## src/rtl/sign_extend_pkg.sv

```systemverilog
// Shared mode encodings and default widths for the immediate extender.
package sign_extend_pkg;

  localparam int unsigned IN_W_DEF  = 16;
  localparam int unsigned OUT_W_DEF = 32;

  localparam logic [1:0] EXT_SIGN   = 2'b00;
  localparam logic [1:0] EXT_ZERO   = 2'b01;
  localparam logic [1:0] EXT_LUI    = 2'b10;
  localparam logic [1:0] EXT_BRANCH = 2'b11;

endpackage

```

## src/rtl/sign_extend_core.sv

```systemverilog
// Purely combinational immediate extender: mode mux plus sign flag.
module sign_extend_core
  import sign_extend_pkg::*;
#(
  parameter int unsigned IN_W  = IN_W_DEF,
  parameter int unsigned OUT_W = OUT_W_DEF
) (
  input  logic [IN_W-1:0]  imm_i,
  input  logic [1:0]       mode_i,
  output logic [OUT_W-1:0] ext_o,
  output logic             neg_o
);

  logic signed [OUT_W-1:0] sext;

  assign sext  = {{(OUT_W-IN_W){imm_i[IN_W-1]}}, imm_i};
  assign neg_o = imm_i[IN_W-1];

  // Mode mux; unknown mode bits fall through to the default so the
  // single-cycle datapath always sees a sign-extended value.
  always_comb begin
    ext_o = sext;
    case (mode_i)
      EXT_SIGN:   ext_o = sext;
      EXT_ZERO:   ext_o = {{(OUT_W-IN_W){1'b0}}, imm_i};
      EXT_LUI:    ext_o = {imm_i, {(OUT_W-IN_W){1'b0}}};
      EXT_BRANCH: ext_o = {sext[OUT_W-3:0], 2'b00};
      default:    ext_o = sext;
    endcase
  end

endmodule

```

## src/rtl/sign_extend.sv

```systemverilog
// Immediate extender top: combinational result plus a one-cycle registered
// copy with a valid flag for pipelined/debug consumers.
module sign_extend
  import sign_extend_pkg::*;
#(
  parameter int unsigned IN_W  = IN_W_DEF,
  parameter int unsigned OUT_W = OUT_W_DEF
) (
  input  logic             clk,
  input  logic             reset,
  input  logic [IN_W-1:0]  inst15_0,
  input  logic [1:0]       ext_mode,
  input  logic             in_valid,
  output logic [OUT_W-1:0] Extend32,
  output logic [OUT_W-1:0] Extend32_q,
  output logic             out_valid,
  output logic             imm_neg
);

  logic [OUT_W-1:0] ext_d, ext_q;
  logic             vld_d, vld_q;

  sign_extend_core #(
    .IN_W  (IN_W),
    .OUT_W (OUT_W)
  ) u_core (
    .imm_i  (inst15_0),
    .mode_i (ext_mode),
    .ext_o  (Extend32),
    .neg_o  (imm_neg)
  );

  // Next-state: capture on in_valid, otherwise hold the value and drop valid.
  always_comb begin
    ext_d = ext_q;
    vld_d = 1'b0;
    if (in_valid) begin
      ext_d = Extend32;
      vld_d = 1'b1;
    end
  end

  // Output register; reset wins over a simultaneous capture.
  always_ff @(posedge clk) begin
    if (reset) begin
      ext_q <= '0;
      vld_q <= 1'b0;
    end else begin
      ext_q <= ext_d;
      vld_q <= vld_d;
    end
  end

  assign Extend32_q = ext_q;
  assign out_valid  = vld_q;

endmodule

```

## config.mk

```make
export PLATFORM = sky130hd
export DESIGN_NAME = sign_extend
export DESIGN_NICKNAME = d
export VERILOG_FILES = /design/src/rtl/sign_extend_pkg.sv /design/src/rtl/sign_extend_core.sv /design/src/rtl/sign_extend.sv
export SDC_FILE = /design/constraint.sdc
export NUM_CORES = 1
export LEC_CHECK = 0
export BUFFER_PORTS_ARGS = -buffer_cell sky130_fd_sc_hd__buf_2
export CORE_ASPECT_RATIO = 1.25
export CORE_MARGIN = 5
export CORE_UTILIZATION = 30
export CTS_CLUSTER_SIZE = 25
export DETAILED_ROUTE_END_ITERATION = 6
export PLACE_DENSITY = 0.57
export SYNTH_ARGS = -nofsm -noshare
export SYNTH_HDL_FRONTEND = slang
export SYNTH_SLANG_ARGS = --single-unit
```

## constraint.sdc

```tcl
create_clock -name clk -period 1.55 [get_ports clk]
set_input_delay 0.0775 -clock clk [delete_from_list [all_inputs] [get_ports clk]]
set_output_delay 0.0775 -clock clk [all_outputs]
set_load 0.005 [all_outputs]
```

# After elaboration in Yosys (flattened, before gate mapping)
# Cells that the tools add are included.
# word_totals
elab_cells	8
output_inout_bits	66
inputBits	21
ff_bits	33
# classes
reduce_logical	1
n_mux	2
eq_ne	3
# op_table
op	n
32-bit one-hot mux with 4 select lines	1
2-bit equality test (second input constant)	2
2-bit by 1-bit equality test with 1-bit output (second input constant)	1
2-bit zero test	1
1-bit two-way mux	1

# Logic depth before layout (Yosys ltp)
# Gate-level depths: netlist (run 1).
# depth
ltp_word	2
ltp_mapped	6

# Modules after synthesis
# A second synthesis (run 1) with hierarchy kept.
# hier_totals
cells_unflattened	167
area_unflattened_um2	1721.7
# by_module_without_submodules
mod	seq_area_each_um2	cells_per_inst	area_per_inst_um2	n_inst
sign_extend	660.6	106	1202.4	1
sign_extend_core	0.0	61	519.2	1

# Least setup slack after synthesis (run 1)
# OpenSTA, ideal clock, no wires.
# synth_timing
path_kind	input port to flip-flop
startpoint	input port ext_mode[1]
endpoint	register ext_q[2] (netlist: Extend32_q[2])
required_time_ps	1462
n_path_buf	3
slack_ps	622
stages	6
setup_ps	88
arrival_ps	840
path_cell_list	buf_4 > and2_4 > buf_6 > buf_12 > nand2_2 > a311oi_2
# synth_via
elab_chain_cells	2
word_cells_on_any_way	5
# synth_lines
element	line_no	source
start, declared	sign_extend.sv:12	input logic [1:0] ext_mode,
2-bit equality test, or another cell as far along	sign_extend_core.sv:23	case (mode_i)
32-bit one-hot mux with 4 select lines *	sign_extend_core.sv:23	
end signal, assigned	sign_extend.sv:49	ext_q <= ext_d;
end, declared	sign_extend.sv:20	logic [OUT_W-1:0] ext_d, ext_q;
# Every way passes the cells marked *; elsewhere a longest branch is shown, timed or not.
# A chain may end at the register's enable or synchronous reset.

# Worst setup path after layout (run 1)
# layout_timing
startpoint	input port ext_mode[1]
endpoint	output port Extend32[20]
# layout_via
elab_chain_cells	2
word_cells_on_any_way	5
# layout_lines
element	line_no	source
2-bit equality test, or another cell as far along	sign_extend_core.sv:23	
32-bit one-hot mux with 4 select lines *	sign_extend_core.sv:23	
end, declared	sign_extend.sv:14	output logic [OUT_W-1:0] Extend32,
# Marked as above.

==> results.txt, run 1 <==
The run finished with clean final reports. Dividing the detail-routed via count by the number of cells gives 4.77. The standard cell area after detailed placement is 2130 sq um. Summing all multi-input logic gate instances after layout gives 918 sq um. Hold is met by 118 ps. The worst setup path is launched from an input pin. Data on the critical path arrives at its endpoint at 1180 ps.

The tools report the post-CTS setup buffer count as 0. For this run, the top clock speed supported by timing is 796 MHz. The library cell occupying the most area in the post-synthesis netlist was dfxtp_1. Average cell area after synthesis: 8.54 sq um. The cell area after layout was 2210 sq um. In this run the static leakage power is 0.00110 uW.

The number of logic stages on the critical path including buffering came out at 5. The pin slew with the least headroom to its limit works out to 463 ps. The worst register-to-register path ends at Extend32_q[10]. During placement, the flow inserted port buffers numbering 86. The switching share of total power is 0.283, and the power density of the placed cells is 918 nW/um^2.

The initial detailed-routing violation count came out at 75. The count of non-filler cells in the finished layout came out at 340. The total placed cells including tap cells is 333. The region available for standard cell placement spans 5480 sq um. The tools report the endpoint class of the critical path as an output port. Effective utilization at floorplan: 0.310.

Routed wirelength normalized by instance count: 15.0 um. Ranked by total cell area, the synthesized netlist is headed by dfxtp_1 (39%), a311oi_2 (14%), nand2_1 (10%). After clock tree synthesis, the clock-pin slew on the worst setup and hold paths is 70 ps.

The area share of the largest cell type after synthesis came out at 0.389. Hold buffer count at cts: 0. The critical path contains buffers and inverters numbering 2 combined. Master of the slowest instance on the critical path: nand3b_4.

When the netlist entered floorplanning its net count stood at 220. The number of global-route vias before repair came out at 1555. The signal on the critical path passes through buf_2 > nand2b_2 > nand3b_4 > nand2_1 > buf_2. Minimum clock period after layout: 1260 ps. Global router's overall resource usage: 0.136.

The part of the power in combinational logic is 0.222, and the number of diodes is 0. Number of failing hold endpoints at the final stage: 0. The tree built by TritonCTS fans out to 33 sinks. The worst-case IR drop observed on VDD is 0.362 mV.

The die covers 7280 sq um. Clock tree synthesis selected as its root buffer the cell clkbuf_8. The mapped netlist covers 1700 sq um. Worst clock skew: 0 ps.

For the normalized max-slew margin, the log shows 0.691. The sequential power share is 0.460, and the footprint of the flip-flops and latches is 661 sq um. Setup violations remaining at the end of the flow were counted as 0.

The register-to-register setup slack is 830 ps. The fraction of the cycle the final worst path needs was 0.811; the sequential-to-total area share from yosys stat was 0.389. The logs give 0 for the initial antenna violation count and 0.318 for the clock network power share. In the routed design, unresolved DRC markers number 0.

The number of buffers created by CTS was 5; the number of vias after detailed routing was 1622. Destination of the critical timing path: Extend32[20]. The class of the tightest hold or removal check was in -> reg. In this run, post-CTS repair resized a total of 0 instances.

From bottom edge to top edge, the die measures 94.2 um. For the number of primary I/O pins, the log shows 87. The launch instance of the worst register-to-register path was Extend32_q[10].

The count of nets left with antenna violations once routing finished came out at 0. The detailed-placement wirelength estimate was 3.76 mm; the switching power of the nets was 575 uW. The maximum number of pins on one net before global-route repair was 64. The first global-routing pass estimated 7.91 mm of wire. In the layout the commonest cells are buf_2 (86), nand2_1 (46), dfxtp_1 (33). The initialized floorplan defines 30 standard-cell rows. The tools report the unique cell type count in the Yosys netlist as 25.

Among the stages of the critical path, the cell type that occurs most often is buf_2. Setup repair after global routing left no endpoint under its margin. For the instance count of the mapped netlist, the log shows 199. Largest delay contributor family on the critical path: simple AND/OR/NAND/NOR gates. The most critical setup path has its startpoint at ext_mode[1]. The count of warnings emitted by yosys is 0, and the layout overhead on the synthesized area is 30.2%. The number of slew-limit violations in the final report came out at 0. The number of cells on the worst reg-to-reg path is 2. The congestion estimate from routability-driven global placement came to 0.770. The tools report the number of nets in the finished design as 297. The synthesized design contains 33 register bits. TritonCTS built the clock tree.

The classification of the worst setup path is in -> out. The overflow left after global routing was 0. The ratio of cells with drive above 1 in the final layout works out to 0.453.

The filler cells instantiated in the layout total 579. In the final timing run, aggregate negative setup slack is 0 ps. Before antenna repair, the detailed router went through 4 iterations. Max-cap violations in this run came to 0. The maximum fanout along the worst path was 28; the clock latency of the later-clocked register in the worst-skew pair was 270 ps. The required time at the worst-slack endpoint was 1470 ps.

The H-tree generated during clock tree synthesis spans 2 levels. The die is 77.3 um wide. The internal power is 1460 uW. Leaving out fill and tap cells, the most frequent cell in the layout is buf_2. The clock passes through at most 2 buffers.

The largest single stage delay on the critical path is 290 ps. Wires add up to 5.11 mm.
-- power groups by stage --
stage | Clock (uW) | Combinational, uW | Sequential, uW
after floorplan | 0 | 255 | 959
final | 646 | 451 | 935
after CTS | 674 | 462 | 935
after global routing | 709 | 500 | 942
after global placement | 0 | 459 | 953
after detailed placement | 0 | 461 | 953
-- synth_stat cells --
library cell / instances
nand2_1: 46
dfxtp_1: 33
nor2_1: 31
a311oi_2: 16
nand2b_1: 14
a311oi_1: 12
nand2_2: 10
clkbuf_1: 9
nor2b_1: 4
buf_2: 3
buf_4: 3
a21oi_1: 2
and2_1: 2
buf_6: 2
mux2i_1: 2
a211oi_1: 1
and2_4: 1
buf_1: 1
buf_12: 1
inv_1: 1
nand2b_2: 1
nand3_1: 1
nand3b_4: 1
nor2b_2: 1
o21bai_1: 1
-- through the flow --
step / power, uW / worst slack (ps) / utilization
after floorplan: 1210 / 622 / -
after global placement: 1410 / 303 / 0.388
after detailed placement: 1410 / 235 / 0.388
after CTS: 2070 / 305 / 0.404
after global routing: 2150 / 190 / 0.404
final: 2030 / 294 / 0.404
-- worst register-to-register path, stage by stage (launching register included) --
cell	delay, ps
dfxtp_1	340
nor2_1	50
a311oi_2	240
-- sequential cells by signal, indices dropped and copies added (netlist names) --
| register | cells |
|---|---|
| out_valid | 1 |
| Extend32_q | 32 |
-- logic make-up (layout without fill, tap and decap cells) --
| group | Yosys count | in the layout | share of synthesized area |
|---|---|---|---|
| AO/OA/AOI/OAI | 32 | 32 | 0.218 |
| buffers and inverters | 20 | 97 | 0.0714 |
| flip-flops | 33 | 33 | 0.389 |
| AND/OR/NAND/NOR | 112 | 112 | 0.311 |
| multiplexers | 2 | 2 | 0.0118 |
-- worst min-delay path by stage --
stage	startpoint	end	slack, ps	cells past startpoint
after floorplan	inst15_0[15]	imm_neg	240	1
after global placement	inst15_0[12]	Extend32_q[28]	400	3
after detailed placement	inst15_0[11]	Extend32_q[13]	410	3
after CTS	inst15_0[11]	Extend32_q[13]	100	3
after global routing	inst15_0[13]	Extend32_q[13]	120	3
final	inst15_0[11]	Extend32_q[13]	120	3
-- layer usage --
metal,vias up,wire length (um),GRT usage
met5,-,0,0
met2,59,2430,0.218
met4,0,50,0.0430
met1,732,2280,0.176
li1,827,-,-
met3,4,348,0.0403
-- layout make-up --
| type | instances | area share |
|---|---|---|
| Clock buffer | 7 | 0.0390 |
| Sequential cell | 33 | 0.298 |
| Inverter | 1 | 0.00169 |
| Multi-Input combinational cell | 146 | 0.415 |
| Tap cell | 64 | 0.0362 |
| Timing Repair Buffer | 89 | 0.210 |
No activity file was read; power rests on OpenSTA's default activity.
==> inputs of run 2 (changes only) <==
--- a/config.mk
+++ b/config.mk
@@ -11,7 +11,7 @@
 export CORE_UTILIZATION = 30
 export CTS_CLUSTER_SIZE = 25
 export DETAILED_ROUTE_END_ITERATION = 6
-export PLACE_DENSITY = 0.57
+export PLACE_DENSITY = 0.59
 export SYNTH_ARGS = -nofsm -noshare
 export SYNTH_HDL_FRONTEND = slang
 export SYNTH_SLANG_ARGS = --single-unit
==> constraint.sdc (replaced) <==
create_clock -name clk -period 1.1 [get_ports clk]
set_input_delay 0.055 -clock clk [delete_from_list [all_inputs] [get_ports clk]]
set_output_delay 0.055 -clock clk [all_outputs]
set_load 0.005 [all_outputs]
==> run 2 against run 1 <==
Against the previous run:
- combinational power grew 49%
- wire length is 1.1% higher
- sequential power up 41%
- register-to-register slack worse by 460 ps
- highest routed layer unchanged
==> results.txt, run 2 (synthesis gave the netlist of run 1 again) <==
The switching power of the nets came out at 834 uW (+45%). The flip-flop count of the largest register, all copies and words added was 32 (unchanged). The number of vias after detailed routing is 1680 (+3.6%). In this run the worst setup path terminates at Extend32[24]. The arrival time of data at the critical path endpoint was 900 ps (-280 ps); the ratio of cells with drive above 1 in the final layout was 0.466 (+0.0133). In the layout the commonest cells are buf_2 (86), nand2_1 (46), dfxtp_1 (33). The maximum clock frequency came out at 1050 MHz. Root cell of the clock tree: clkbuf_8. The overflow left after global routing was 0 (unchanged). The worst setup path is launched from an input pin. The logs give 0.143 (+0.00696) for the global router's overall resource usage and 918 sq um (unchanged) for the combined area of the multi-input logic cells.

For the leakage power figure, the log shows 0.00114 uW (+3.1%). For the number of slew-limit violations in the final report, the log shows 0 (unchanged). The maximum fanout along the worst path was 8 (-71%).

The tools report the layout filler cell count as 585 (+1.0%). Standard cell area after detailed placement: 2200 sq um (+3.3%). The number of cell rows was 30 (unchanged); the setup TNS after final layout was 0 ps (unchanged). The clock transition time at the flip-flop clock pins of the worst setup and hold paths came out at 70 ps (about the same). The sequential power share is 0.465 (+0.005), and the detailed-route vias per instance is 4.87 (+2.1%). The share of the core filled with cells in the final layout is 0.415 (+0.0105), and the width of the die is 77.3 um (unchanged). The fraction of the cycle the final worst path needs was 0.864. Classification of the worst setup path: in -> out.

The number of primary I/O pins is 87 (unchanged). The routed wirelength normalized by instance count is 15.0 um (-0.35%). TritonCTS built the clock tree. The cell count of the worst reg-to-reg path is 2 (unchanged), and the global-route wire length before repair is 8.31 mm (+5.1%). Required time at the worst-slack endpoint: 1040 ps (-430 ps). The number of diodes is 0 (unchanged), and the detailed-placement wirelength estimate is 3.92 mm (+4.3%).

The tools report the count of endpoints failing setup in the final report as 0 (unchanged). The switching share of total power works out to 0.294 (+0.0112). Internal power: 2000 uW (+37%). For the number of buffers created by CTS, the log shows 5 (unchanged). For the placeable core region, the log shows 5480 sq um (unchanged). The pin slew with the least headroom to its limit came out at 245 ps (-218 ps).

The run gives 0 (unchanged) as the number of failing hold endpoints at the final stage. Maximum number of pins on one net before global-route repair: 53 (-17%). The power density of the placed cells is 1250 nW/um^2 (+36%). Compared with the post-synthesis result, the final layout area differs by 33.6%. The minimum clock period after layout works out to 951 ps. The startpoint identified for the worst register-to-register timing path is Extend32_q[17].

The run gives 1634 (+5.1%) as the number of global-route vias before repair. The number of maximum-capacitance constraint violations was 0 (unchanged). Leaving out fill and tap cells, the most frequent cell in the layout is buf_2. The hold buffer count at cts was 0 (unchanged).

The logs give 280 ps (about the same) for the clock latency of the later-clocked register in the worst-skew pair and 2 (unchanged) for the depth of the CTS H-tree. For the worst clock skew, the log shows 0 ps (unchanged). The post-cts gate resize count was 0 (unchanged); the post-route antenna net violation count was 0 (unchanged). The run gives 661 sq um (unchanged) as the footprint of the flip-flops and latches.

The die boundary height was 94.2 um (unchanged). The run gives 0.298 (-0.020) as the clock network power share. The largest vdd supply drop came out at 0.667 mV (+84%).

Effective utilization at floorplan: 0.310 (unchanged). The logs give 370 ps (-460 ps) for the register-to-register setup slack and 2270 sq um (+2.6%) for the cell area after layout. For the initial antenna violation count, the log shows 0 (unchanged).

Endpoint class of the critical path: an output port. The part of the power in combinational logic was 0.237 (+0.015); the number of buffers inserted by port buffering was 86 (unchanged). Total iterations of the first detailed-routing run: 4 (unchanged). The min-delay analysis places its worst path in the category in -> reg. Total power consumption of the routed design: 2830 uW (+39%). The tools report the overall routed net length as 5.17 mm (+1.1%). Setup repair after global routing left no endpoint under its margin. The run finished with clean final reports. For the normalized max-slew margin, the log shows 0.837 (+0.145). The logs give 0 (unchanged) for the post-CTS setup buffer count and 303 (+2.0%) for the number of nets in the finished design. Maximum buffer depth of the clock tree: 2 (unchanged). The initial detailed-routing violation count is 108 (+44%), and the count of unresolved DRC violations after routing is 0 (unchanged). The run gives 33 (unchanged) as the count of clock tree sinks. The first element of the critical path is ext_mode[1]. For the full die area, the log shows 7280 sq um (unchanged). The endpoint identified for the worst register-to-register timing path is Extend32_q[17].

The run gives 0.768 (-0.26%) as the final estimated routing congestion in global placement.
## run 2: worst max-delay path, cell delays in order
cell and delay (ps):
buf_2 120, nor2b_2 180, nand3b_4 170, buf_4 170, nand2_1 70, buf_2 130
## run 2: worst min-delay path by stage
| stage | startpoint | end | slack [ps] | cells after the start |
|---|---|---|---|---|
| floorplan | inst15_0[15] | imm_neg | 190 | 1 |
| global placement | inst15_0[15] | imm_neg | 380 | 2 |
| detailed placement | inst15_0[15] | imm_neg | 370 | 2 |
| CTS | inst15_0[3] | Extend32_q[5] | 80 | 3 |
| global route | inst15_0[6] | Extend32_q[8] | 90 | 3 |
| finish | inst15_0[11] | Extend32_q[27] | 90 | 3 |
## run 2: cell type report
class / instances / share of cell area
clock buffers: 5 / 0.0303
flip-flops and latches: 33 / 0.291
multi-input cells: 146 / 0.404
inverters: 1 / 0.00165
well taps: 64 / 0.0352
clock inverters: 1 / 0.00220
repair buffers: 95 / 0.236
## run 2: routing by layer
metal / share of wire / wire length [um] / up-vias / GRT usage
met5: 0 / 0 / - / 0
met4: 0.012 / 61 / 0 / 0.0430
met3: 0.083 / 431 / 5 / 0.0470
met2: 0.47 / 2440 / 69 / 0.233
met1: 0.43 / 2230 / 761 / 0.179
li1: - / - / 845 / -
## run 2: power groups by stage
stage / Combinational, uW / Clock, uW / Sequential [uW]
floorplan: 360 / 0 / 1350
global placement: 679 / 0 / 1350
detailed placement: 683 / 0 / 1350
CTS: 685 / 878 / 1320
global route: 746 / 944 / 1330
finish: 672 / 844 / 1320
## run 2: metrics by stage
stage                     hold slack, ps  setup slack (ps)  std cells
final                               91.2               149        345
after global routing                91.6               106        345
after CTS                           81.1               140        345
after detailed placement             366              59.3        339
after global placement               377               118        339
after floorplan                      191               194        199
==> inputs of run 3 (changes only) <==
--- a/config.mk
+++ b/config.mk
@@ -6,8 +6,8 @@
 export NUM_CORES = 1
 export LEC_CHECK = 0
 export BUFFER_PORTS_ARGS = -buffer_cell sky130_fd_sc_hd__buf_2
-export CORE_ASPECT_RATIO = 1.25
-export CORE_MARGIN = 5
+export CORE_ASPECT_RATIO = 0.7
+export CORE_MARGIN = 4
 export CORE_UTILIZATION = 30
 export CTS_CLUSTER_SIZE = 25
 export DETAILED_ROUTE_END_ITERATION = 6
==> run 3 against run 2 <==
Against the previous run:
- clock skew stayed put
- fmax is 0.73% higher
- critical endpoint is now Extend32[16]
- first-iteration DRC count decreased by 11%
- worst hold slack barely moved
- critical path depth is the same
- highest routed layer unchanged
- via count stayed put
==> results.txt, run 3 (synthesis gave the netlist of run 1 again) <==
The run finished with clean final reports. The detailed-route vias per instance is 4.72 (-3.1%), and the layout overhead on the synthesized area is 38.1%. The total buffers and inverters traversed by the critical path was 3 (unchanged).

Classification of the worst setup path: in -> out. The tools report the number of cell rows as 22 (-27%). The master of the slowest instance on the critical path was buf_4. For the number of primary I/O pins, the log shows 87 (unchanged). TritonCTS built the clock tree. The fraction of the cycle the final worst path needs works out to 0.858 (-0.00623). Setup repair after global routing left no endpoint under its margin. The number of buffers inserted by port buffering is 86 (unchanged), and the longest individual stage delay on the worst path is 190 ps (about the same).

The effective utilization at floorplan is 0.317 (+0.00651). The final estimated routing congestion in global placement was 0.790 (+2.9%); the count of unresolved DRC violations after routing was 0 (unchanged). The number of nets in the finished design is 304 (+0.33%), and the count of endpoints failing setup in the final report is 0 (unchanged). Among the stages of the critical path, the cell type that occurs most often is buf_2. The normalized max-slew margin was 0.849 (+0.0118); the number of buffers created by CTS was 5 (unchanged). The count of non-filler cells in the finished layout is 356 (+3.2%), and the depth of the CTS H-tree is 2 (unchanged). The clock transition time at the flip-flop clock pins of the worst setup and hold paths is 70 ps (about the same), and the post-cts gate resize count is 0 (unchanged). Number of failing hold endpoints at the final stage: 0 (unchanged). The number of maximum-capacitance constraint violations was 0 (unchanged). The maximum clock frequency was 1060 MHz (+0.73%); the internal power was 2050 uW (+2.3%). The switching power of the nets was 864 uW (+3.6%); the switching share of total power was 0.297 (+0.00278). Post-route antenna net violation count: 0 (unchanged). The total iterations of the first detailed-routing run was 4 (unchanged).

The run gives 0.242 (+0.005) as the part of the power in combinational logic. The setup TNS after final layout came out at 0 ps (unchanged). The tools report the hold buffer count at cts as 0 (unchanged). The width of the die works out to 98.0 um (+27%). The die boundary height is 71.0 um (-25%). The number of vias after detailed routing was 1680 (unchanged); the worst clock skew was 0 ps (unchanged). The tools report the worst path setup slack after routing as 156 ps (+6.85 ps). The number of slew-limit violations in the final report was 0 (unchanged); the routed wirelength normalized by instance count was 14.7 um (-2.2%). The signal on the critical path passes through buf_2 > buf_4 > and2_1 > o21bai_1 > nand2_1 > buf_2. The post-CTS setup buffer count was 0 (unchanged).

The run gives 35 (-34%) as the maximum number of pins on one net before global-route repair. The number of diodes was 0 (unchanged). Leaving out fill and tap cells, the most frequent cells in the layout are buf_2 (86), nand2_1 (46), dfxtp_1 (33). The arrival time of data at the critical path endpoint came out at 890 ps (about the same). The class of the tightest hold or removal check was in -> reg.

The clock network power share was 0.305 (+0.007). Root cell of the clock tree: clkbuf_8. For the count of clock tree sinks, the log shows 33 (unchanged).

The run gives 2910 uW (+2.7%) as the total power consumption of the routed design. Leading cell type in the layout, fill and taps excluded: buf_2. The ratio of cells with drive above 1 in the final layout was 0.468 (+0.00212); the final hold slack was 91.1 ps (-0.0556 ps). The layout filler cell count was 576 (-1.5%). The overflow left after global routing is 0 (unchanged). The run gives 0.00117 uW (+2.4%) as the leakage power figure.

The logs give 280 ps (about the same) for the clock latency of the later-clocked register in the worst-skew pair and 2 (unchanged) for the maximum buffer depth of the clock tree. The largest delay contributor family on the critical path is buffers and inverters. The run gives 5.22 mm (+0.95%) as the overall routed net length. Maximum fanout along the worst path: 17 (+9). The run gives 0.150 (+0.00605) as the global router's overall resource usage. The power density of the placed cells was 1240 nW/um^2 (-0.68%); the minimum clock period after layout was 944 ps (-6.85 ps). The pin slew with the least headroom to its limit is 225 ps (-19.3 ps). The run gives 0 (unchanged) as the initial antenna violation count. Endpoint class of the critical path: an output port. The run gives 348 (+2.7%) as the total placed cells including tap cells. The flip-flop count of the largest register, all copies and words added was 32 (unchanged).

The required time at the worst-slack endpoint is 1040 ps (about the same). The tools report the pre-CTS worst setup slack as 43.8 ps (-15.5 ps). The run gives 96 (-11%) as the initial detailed-routing violation count. The placeable core region was 5370 sq um (-2.1%). The detailed-placement wirelength estimate is 3.99 mm (+1.6%). The tools report the global-route wire length before repair as 8.38 mm (+0.91%). The largest vdd supply drop was 0.423 mV (-37%); the number of global-route vias before repair was 1650 (+0.98%). The full die area is 6960 sq um (-4.5%). The sequential power share came out at 0.453 (-0.012).

The worst setup path is launched from an input pin.
[run 3: changes by cell type in the layout (fill, tap and decap cells not counted)]
cell,before,now
clkinv_2,1,2
clkbuf_1,0,1
buf_12,3,7
buf_4,6,3
[run 3: area by class of cell]
| type | count | area [sq um] | share of cell area |
|---|---|---|---|
| clock buffer | 6 | 72.6 | 0.0309 |
| clock inverter | 2 | 10.0 | 0.00426 |
| inverter | 1 | 3.75 | 0.00160 |
| sequential | 33 | 661 | 0.281 |
| timing repair buffer | 96 | 593 | 0.253 |
| tap | 72 | 90.1 | 0.0384 |
| multi-input combinational | 146 | 918 | 0.391 |
[run 3: final timing paths]
kind / startpoint / to / slack (ps) / cells after the start
setup / recovery: ext_mode[1] / Extend32[16] / 160 / 6
hold / removal: inst15_0[11] / Extend32_q[27] / 90 / 3
setup reg to reg: Extend32_q[20] / Extend32_q[20] / 380 / 2
hold reg to reg: Extend32_q[31] / Extend32_q[31] / 480 / 2
[run 3: per-stage QoR]
step                utilization  instance area (sq um)
global placement          0.422                   2270
finish                    0.438                   2350
detailed placement        0.422                   2270
floorplan                     -                   1700
CTS                       0.438                   2350
global route              0.438                   2350
[run 3: metal layers]
metal / vias up / track usage / share of wire
met3: 8 / 0.0532 / 0.097
li1: 846 / - / -
met5: - / 0 / 0
met2: 70 / 0.193 / 0.36
met4: 0 / 0.0369 / 0.0088
met1: 756 / 0.230 / 0.53
[run 3: power by group through the flow]
stage          Clock, uW  Sequential (uW)  Combinational (uW)
4_1_cts              931             1320                 712
6_report             889             1320                 704
2_1_floorplan          0             1350                 360
5_1_grt              977             1330                 778
3_5_place_dp           0             1340                 710
3_3_place_gp           0             1340                 705
[run 3: worst register-to-register path, delay by kind of cell, from the launching register on]
kind,cells,cell delay (ps)
flops,1,340
compound gates,1,250
simple gates,1,40
